--- config.mk ---
export PLATFORM = sky130hd
export DESIGN_NAME = ofifo_flat
export DESIGN_NICKNAME = d
export VERILOG_FILES = /design/src/rtl/ofifo_pkg.sv /design/src/rtl/ofifo_if.sv /design/src/rtl/ofifo_fifo_lane.sv /design/src/rtl/ofifo.sv /design/src/flat_wrapper.sv
export SDC_FILE = /design/constraint.sdc
export NUM_CORES = 2
export LEC_CHECK = 0
export BUFFER_PORTS_ARGS = -buffer_cell sky130_fd_sc_hd__buf_2
export CAP_MARGIN = 20
export CORE_ASPECT_RATIO = 0.7
export CORE_MARGIN = 8
export CORE_UTILIZATION = 35
export CTS_CLUSTER_SIZE = 28
export DETAILED_ROUTE_END_ITERATION = 10
export PLACE_DENSITY = 0.61
export RECOVER_POWER = 25
export SKIP_LAST_GASP = 1
export SLEW_MARGIN = 20
export SYNTH_ARGS = -nofsm -noshare
export SYNTH_HDL_FRONTEND = slang
export SYNTH_SLANG_ARGS = --single-unit
--- constraint.sdc ---
create_clock -name clk -period 4.7 [get_ports clk]
set_clock_uncertainty 0.15 [all_clocks]
set_input_delay 0.235 -clock clk [delete_from_list [all_inputs] [get_ports clk]]
set_output_delay 0.235 -clock clk [all_outputs]
set_load 0.03 [all_outputs]
--- src/rtl/ofifo_pkg.sv ---
// Shared widths for the MAC-array output path and pointer sizing for the lane FIFOs.
package ofifo_pkg;
  localparam int COL = 8;
  localparam int PSUM_BW = 16;

  // One extra MSB beyond the address distinguishes full from empty.
  function automatic int ptr_w(input int depth);
    return $clog2(depth) + 1;
  endfunction
endpackage

--- src/rtl/ofifo_if.sv ---
// Data/strobe bundle between the array bottom row, the ofifo and the downstream accumulator.
interface ofifo_if import ofifo_pkg::*; #(
  parameter int col     = COL,
  parameter int psum_bw = PSUM_BW
);
  logic [col*psum_bw-1:0] in;
  logic [col-1:0]         wr;
  logic                   rd;
  logic [col*psum_bw-1:0] out;
  logic                   o_valid;
  logic                   o_full;
  logic                   o_ready;
  logic                   o_overflow;

  modport master (
    output in, wr, rd,
    input  out, o_valid, o_full, o_ready, o_overflow
  );

  modport slave (
    input  in, wr, rd,
    output out, o_valid, o_full, o_ready, o_overflow
  );
endinterface

--- src/rtl/ofifo_fifo_lane.sv ---
// Single-column circular buffer; head data is presented combinationally for the row register above.
module fifo_lane import ofifo_pkg::*; #(
  parameter int psum_bw = PSUM_BW,
  parameter int depth   = 16
) (
  input  logic               clk,
  input  logic               reset,
  input  logic               wr,
  input  logic               rd,
  input  logic [psum_bw-1:0] in,
  output logic [psum_bw-1:0] out,
  output logic               empty,
  output logic               full
);
  localparam int PW = ptr_w(depth);
  localparam int AW = PW - 1;

  logic [psum_bw-1:0] mem_q [depth];
  logic [PW-1:0]      wptr_q, wptr_d;
  logic [PW-1:0]      rptr_q, rptr_d;
  logic               wr_en, rd_en;

  always_comb begin
    empty  = (wptr_q == rptr_q);
    full   = (wptr_q[AW-1:0] == rptr_q[AW-1:0]) && (wptr_q[AW] != rptr_q[AW]);
    wr_en  = wr && !full;
    rd_en  = rd && !empty;
    wptr_d = wr_en ? wptr_q + PW'(1) : wptr_q;
    rptr_d = rd_en ? rptr_q + PW'(1) : rptr_q;
  end

  assign out = mem_q[rptr_q[AW-1:0]];

  always_ff @(posedge clk) begin
    if (reset) begin
      wptr_q <= '0;
      rptr_q <= '0;
    end else begin
      wptr_q <= wptr_d;
      rptr_q <= rptr_d;
    end
  end

  // Storage is not cleared; pointers alone define the contents.
  always_ff @(posedge clk) begin
    if (wr_en && !reset) mem_q[wptr_q[AW-1:0]] <= in;
  end
endmodule

--- src/rtl/ofifo.sv ---
// Output FIFO bank under the MAC array: per-column skewed capture, column-aligned row pop.
module ofifo import ofifo_pkg::*; #(
  parameter int col     = COL,
  parameter int psum_bw = PSUM_BW,
  parameter int depth   = 16
) (
  input logic    clk,
  input logic    reset,
  ofifo_if.slave bus
);
  logic [col*psum_bw-1:0] head_row;
  logic [col*psum_bw-1:0] out_q, out_d;
  logic [col-1:0]         empty, full;
  logic                   overflow_q, overflow_d;
  logic                   valid, rd_acc;

  assign valid  = ~|empty;
  assign rd_acc = bus.rd && valid;

  for (genvar i = 0; i < col; i++) begin : g_lane
    fifo_lane #(.psum_bw(psum_bw), .depth(depth)) u_lane (
      .clk   (clk),
      .reset (reset),
      .wr    (bus.wr[i]),
      .rd    (rd_acc),
      .in    (bus.in[i*psum_bw +: psum_bw]),
      .out   (head_row[i*psum_bw +: psum_bw]),
      .empty (empty[i]),
      .full  (full[i])
    );
  end

  always_comb begin
    out_d      = rd_acc ? head_row : out_q;
    overflow_d = overflow_q | (|(bus.wr & full));
  end

  always_ff @(posedge clk) begin
    if (reset) begin
      out_q      <= '0;
      overflow_q <= 1'b0;
    end else begin
      out_q      <= out_d;
      overflow_q <= overflow_d;
    end
  end

  assign bus.out        = out_q;
  assign bus.o_valid    = valid;
  assign bus.o_full     = |full;
  assign bus.o_ready    = ~(|full);
  assign bus.o_overflow = overflow_q;
endmodule

--- src/flat_wrapper.sv ---
// flat-port wrapper written by rule: the top's interface ports become plain ports
module ofifo_flat import ofifo_pkg::*;
#(
  parameter int col     = COL,
  parameter int psum_bw = PSUM_BW,
  parameter int depth   = 16
)
  (clk, reset, bus_in, bus_wr, bus_rd, bus_out, bus_o_valid, bus_o_full, bus_o_ready, bus_o_overflow);
  ofifo_if #(.col(col), .psum_bw(psum_bw)) bus_i ();
  input logic clk;
  input logic reset;
  input wire logic [$bits(bus_i.in)-1:0] bus_in;
  input wire logic [$bits(bus_i.wr)-1:0] bus_wr;
  input wire logic [$bits(bus_i.rd)-1:0] bus_rd;
  output wire logic [$bits(bus_i.out)-1:0] bus_out;
  output wire logic [$bits(bus_i.o_valid)-1:0] bus_o_valid;
  output wire logic [$bits(bus_i.o_full)-1:0] bus_o_full;
  output wire logic [$bits(bus_i.o_ready)-1:0] bus_o_ready;
  output wire logic [$bits(bus_i.o_overflow)-1:0] bus_o_overflow;
  assign bus_i.in = bus_in;
  assign bus_i.wr = bus_wr;
  assign bus_i.rd = bus_rd;
  assign bus_out = bus_i.out;
  assign bus_o_valid = bus_i.o_valid;
  assign bus_o_full = bus_i.o_full;
  assign bus_o_ready = bus_i.o_ready;
  assign bus_o_overflow = bus_i.o_overflow;
  ofifo #(.col(col), .psum_bw(psum_bw), .depth(depth)) u_core (.clk(clk), .reset(reset), .bus(bus_i));
endmodule
# After elaboration in Yosys (flattened, before gate mapping)

Memories as Yosys holds them, arrays and structs flattened. A register that Yosys moved wholly into a read port is not among the register bits.
Cells that the tools add are included.

Flip-flop bits (word level): 81
Bits in writable memories: 2048
Input bits: 139
Output and inout bits: 132
Memories: 8

$add $sub $neg: 16
Equal/unequal tests: 24
Multiplexer cells: 16
Bitwise operators: 3
Reduce and logical (&&, ||, !) cells: 54

Memory list:

| name                          | depth | width | read ports | clocked after Yosys merged registers in | write ports | RTL line              | RTL |
|---|---|---|---|---|---|---|---|
| u_core.g_lane[0].u_lane.mem_q | 16    | 16    | 1          | 1                                       | 1           | ofifo_fifo_lane.sv:18 | `logic [psum_bw-1:0] mem_q [depth];` |
| u_core.g_lane[1].u_lane.mem_q | 16    | 16    | 1          | 1                                       | 1           | ofifo_fifo_lane.sv:18 |  |
| u_core.g_lane[2].u_lane.mem_q | 16    | 16    | 1          | 1                                       | 1           | ofifo_fifo_lane.sv:18 |  |
| u_core.g_lane[3].u_lane.mem_q | 16    | 16    | 1          | 1                                       | 1           | ofifo_fifo_lane.sv:18 |  |
| u_core.g_lane[4].u_lane.mem_q | 16    | 16    | 1          | 1                                       | 1           | ofifo_fifo_lane.sv:18 |  |
| u_core.g_lane[5].u_lane.mem_q | 16    | 16    | 1          | 1                                       | 1           | ofifo_fifo_lane.sv:18 |  |
| 2 more memories               | --    | --    | --         | --                                      | --          | --                    |  |

Operators with widths:

| operator                                    | number |
|---|---|
| adder 5 x 1 -> 5 bit, second input constant | 16 |
| equality test 5 bit                         | 8 |
| logical AND 1 bit                           | 33 |
| equality test 4 bit                         | 8 |
| OR reduction 8 bit                          | 3 |
| logical NOT 1 bit                           | 18 |
| 2-to-1 mux 1 bit                            | 16 |
| bitwise AND 8 bit                           | 1 |
| != test 1 bit                               | 8 |
| inverter 1 bit                              | 1 |
| OR 1 bit                                    | 1 |

# Longest topological paths before layout

Depth after elaboration: 7
Mapped depth: 10
Mapped depth without buffers: 7

# Modules after synthesis

A second synthesis with hierarchy kept.

Cells, all modules: 4273
Area total of the unflattened synthesis: 91327.6 µm²

Modules (own cells, without submodules):

| module    | instances | cells each | area an instance (µm²) |
|---|---|---|---|
| fifo_lane | 8         | 463        | 10690.3 |
| ofifo     | 1         | 569        | 5805.6 |

# Worst setup path after synthesis

No wires, ideal clock.

Kind: register to register
Start point: register u_core.g_lane[2].u_lane.rptr_q[0]
End point: memory u_core.g_lane[2].u_lane.mem_q[0][0] in the netlist's numbering, enable pin
Library setup time: 0.430 ns
Arrival time: 2.721 ns
Data required time: 4.120 ns
Slack: 1.398 ns
Stages on the path, launching flop included: 7
Buffers on the path: 1
Path through: dfxtp_1 -> clkbuf_1 -> xor2_1 -> nor4_2 -> and2_1 -> nand2b_1 -> nor4_1

Cells in the longest elaborated chain, start to end: 7

Ends and longest elaborated chain:

| item                                   | RTL line              | RTL |
|---|---|---|
| start, declared                        | ofifo_fifo_lane.sv:20 | `logic [PW-1:0] rptr_q, rptr_d;` |
| start signal, assigned                 | ofifo_fifo_lane.sv:40 | `rptr_q <= rptr_d;` |
| equality test 4 bit                    | ofifo_fifo_lane.sv:25 | `full = (wptr_q[AW-1:0] == rptr_q[AW-1:0]) && (wptr_q[AW] != rptr_q[AW]);` |
| logical AND 1 bit                      | ofifo_fifo_lane.sv:25 |  |
| logical NOT 1 bit                      | ofifo_fifo_lane.sv:26 | `wr_en = wr && !full;` |
| logical AND 1 bit                      | ofifo_fifo_lane.sv:26 |  |
| logical AND 1 bit                      | ofifo_fifo_lane.sv:46 | `if (wr_en && !reset) mem_q[wptr_q[AW-1:0]] <= in;` |
| 2-to-1 mux 1 bit                       | ofifo_fifo_lane.sv:46 |  |
| 2-to-1 mux 1 bit (implied by the code) | ofifo_fifo_lane.sv:46 |  |
| end, declared                          | ofifo_fifo_lane.sv:18 |  |

Every way passes these cells.

# Worst setup path after layout

Start point: register u_core.g_lane[6].u_lane.wptr_q[3]
End point: output port bus_o_valid

Cells in the longest elaborated chain, start to end: 3

Ends and longest elaborated chain:

| item                   | RTL line              | RTL |
|---|---|---|
| start, declared        | ofifo_fifo_lane.sv:19 | `logic [PW-1:0] wptr_q, wptr_d;` |
| start signal, assigned | ofifo_fifo_lane.sv:39 | `wptr_q <= wptr_d;` |
| equality test 5 bit    | ofifo_fifo_lane.sv:24 | `empty = (wptr_q == rptr_q);` |
| OR reduction 8 bit     | ofifo.sv:17           | `assign valid = ~\|empty;` |
| logical NOT 1 bit      | ofifo.sv:17           |  |
| end, declared          | flat_wrapper.sv:16    | `output wire logic [$bits(bus_i.o_valid)-1:0] bus_o_valid;` |

Every way passes these cells.

==> flow_summary.ini <==
[run_status]
outcome = finished clean

[min_path]
min_path_type = primary input to register
hp-start = reset
min_path_cells = 3

[sta]
setup_viol = 0
tns_ns = 0
slew_violations = 0
hold_violations = 0
tightest_slew_ns = 1.17
min_period_over_period = 0.856
slew-limit-headroom = 0.213
rsz0062_at_grt = no
max_freq_ghz = 0.249
min_period_ns = 4.02

[global_route]
antenna_found_initial = 24
busiest_layer = met2
overflow = 0
grt_pass1_wl_mm = 307
grt_pass1_vias = 43500
track_usage = 0.155
grt.met1_usage = 0.227
grt_use_met2 = 0.246
use_met3 = 0.0254
grt_max_degree = 181

[die]
design.core.area_um2 = 248000
io_pins = 271
initial_core_util = 0.351
die_h_um = 433
dieArea_um2 = 265000
num_rows = 153
dieWidth_um = 612

[clock_network]
cts-root-buf = clkbuf_16
cts_resized = 0
numCtsBuffers = 217
post_cts_buffers = 0
cts_max_level = 4
clock_sinks = 2257
clock_latency_ns = 0.91
cts_tree = yes
cts.path.max_buffers = 4
path_clk_slew_ns = 0.07

[synth]
synthesis.nets = 4350
synth.distinct_cells = 39
synth_compound_area_frac = 0.0216
synthTopCellsByArea = edfxtp_1 (71%), mux4_2 (17%), dfxtp_1 (4.8%), a21oi_1 (1.0%), nand3_1 (0.90%)
yosys.area_share.simple = 0.0301
synthesis.area_um2 = 87100
synth_top_family_by_area = multiplexers
synth_mux_area_frac = 0.166
avgSynthCellArea_um2 = 20.9
yosysWarnings = 0
ys_seq_elements = 2257
synthAdderAreaFrac = 0.00575
yosys.area.top_type = edfxtp_1
ys_seq_area_frac = 0.754
synth_cells = 4171
synth_top_cell_area_share = 0.706
synth_xor_area_frac = 0.00805

[placement]
port_buffers = 270
dp.cells = 7678
gp_congestion = 0.747
place_hpwl_mm = 125

[detailed_routing]
wl_mm = 211
viasPerCell = 5.24
drc = 0
ant_nets = 0
vias = 43100
drtIter0Drc = 4040
wl_per_cell_um = 25.6
dr.pass1.iters = 5

[pwr]
peakVddDrop_mv = 0.278
leakage_nw = 31.1
p_per_area_nw_per_um2 = 400

[setup_path]
cp.arrival_ns = 3.64
worstPathRequired_ns = 4.32
critPathLaunchType = register
max_stage_delay_ns = 0.74
cp_num_cells = 6
path_max_fanout = 69
cp_cell_sequence = xor2_1 -> nor4_4 -> a22oi_1 -> nand4_4 -> inv_8 -> buf_2
path_delay_family = buffers and inverters
reg2reg_from = u_core.g_lane[7].u_lane.wptr_q[3]
path_class = register to output pin
worstRegToRegCells = 7
end_kind = output pin
critPathSlowestCell = dfxtp_1
path_buf_inv = 2
cp-startpoint = u_core.g_lane[6].u_lane.wptr_q[3]

[cells_and_area]
area_growth_pct = 17.0
final_layout_size_suffix_gt1_frac = 0.302
layout.cells.non_filler = 8223
final_util = 0.411
layout.nets = 4885

[flow_run]
drv_cap = 0
[flip-flops by register name, summed over array words and instances (netlist names)]
name	flops
u_core.bus.o_overflow	1
u_core.bus.out	128
u_core.g_lane.u_lane.mem_q	2048
u_core.g_lane.u_lane.rptr_q	40
u_core.g_lane.u_lane.wptr_q	40
[final timing paths]
check | endpoint | slack (ns)
setup / recovery | bus_o_valid | 0.68
hold / removal | u_core.g_lane[4].u_lane.wptr_q[4] | 0.19
setup reg to reg | u_core.g_lane[3].u_lane.rptr_q[4] | 0.90
hold reg to reg | u_core.bus.out[107] | 0.32
[cell type report]
type,count,area (um2)
Antenna cell,8,20.0
Clock buffer,298,6100
Clock inverter,98,1080
Fill cell,21700,146000
Inverter,19,86.3
Multi-Input combinational cell,1630,20700
Sequential cell,2257,65700
Tap cell,3332,4170
Timing Repair Buffer,581,4000
[layer usage]
layer | share of wire | wire (um)
met4 | 0.019 | 4040
met3 | 0.057 | 12000
met5 | 0.000062 | 13
met2 | 0.47 | 99700
met1 | 0.45 | 94900
[cell families (layout without fill, tap and decap cells)]
logic type | Yosys count | after routing
muxes | 644 | 644
xor gates and xnor gates | 80 | 80
adders and majority gates | 40 | 40
and+or+nand+nor | 507 | 507
buffers and inverters | 284 | 996
other | 0 | 8
AOI/OAI and AO/OA | 359 | 359
DFF | 2257 | 2257
[placed cells by master, fill, tap and decap left out, types with 33 or more instances in the layout]
cell type | netlist | routed
nand2_1 | 41 | 41
clkinv_2 | 0 | 33
nand3_1 | 157 | 157
dlygate4sd3_1 | 0 | 141
nor2_1 | 145 | 61
buf_4 | 15 | 165
mux4_2 | 640 | 640
a21oi_1 | 181 | 181
nor2_2 | 0 | 77
clkbuf_1 | 136 | 135
o21ai_1 | 85 | 85
dfxtp_1 | 209 | 193
o21ai_0 | 67 | 67
buf_2 | 75 | 182
nand2b_1 | 42 | 42
edfxtp_1 | 2048 | 2048
xor2_1 | 64 | 64
ha_1 | 40 | 40
clkbuf_16 | 0 | 221
[Yosys cell counts]
library cell	number
nand3b_1	12
ha_1	40
mux4_2	640
buf_2	75
nor4_1	28
o21ai_0	67
nor2b_1	4
edfxtp_1	2048
nand2_1	41
nand3_1	157
a22oi_1	3
a32oi_1	1
nand4_4	1
inv_1	17
or4_1	5
nand2b_1	42
nor4_4	5
nor4_2	3
clkbuf_1	136
buf_4	15
mux2_1	4
xnor2_1	16
nor3_1	20
buf_1	39
a31o_1	8
and2_1	2
nor2_1	145
a41oi_1	1
dfxtp_1	209
o21ai_1	85
o31ai_1	4
inv_2	2
and4_1	1
a21boi_1	8
nand4_1	25
a21oi_1	181
or3_1	16
a22oi_2	1
xor2_1	64
[tightest hold or removal path, stage by stage]
cell and delay [ns]:
dlygate4sd3_1 0.56, buf_8 0.22, nor2_1 0.15
[power breakdown]
part | internal [mW] | switching [mW] | total, mW
logic | 0.303 | 0.677 | 0.980
registers | 22.0 | 0.0525 | 22.1
clock network | 10.2 | 7.46 | 17.7
total | 32.5 | 8.19 | 40.7
[stage by stage]
step	power, mW	cell area, um2	hold slack (ns)	setup slack [ns]
after floorplan	22.8	87100	0.184	1.40
after detailed placement	23.4	93300	0.314	0.918
after global placement	23.3	93300	0.306	0.968
after global routing	41.9	102000	0.166	0.294
after CTS	41.1	102000	0.00124	0.409
final	40.7	102000	0.195	0.678
[repair_timing]
| item | in CTS | in global routing |
|---|---|---|
| endpoints found under the setup margin | 0 | 0 |
| endpoints found under the hold margin | 2313 | 0 |
| hold buffers | 141 | 0 |
Note: power is estimated with default switching activity, not from simulation.
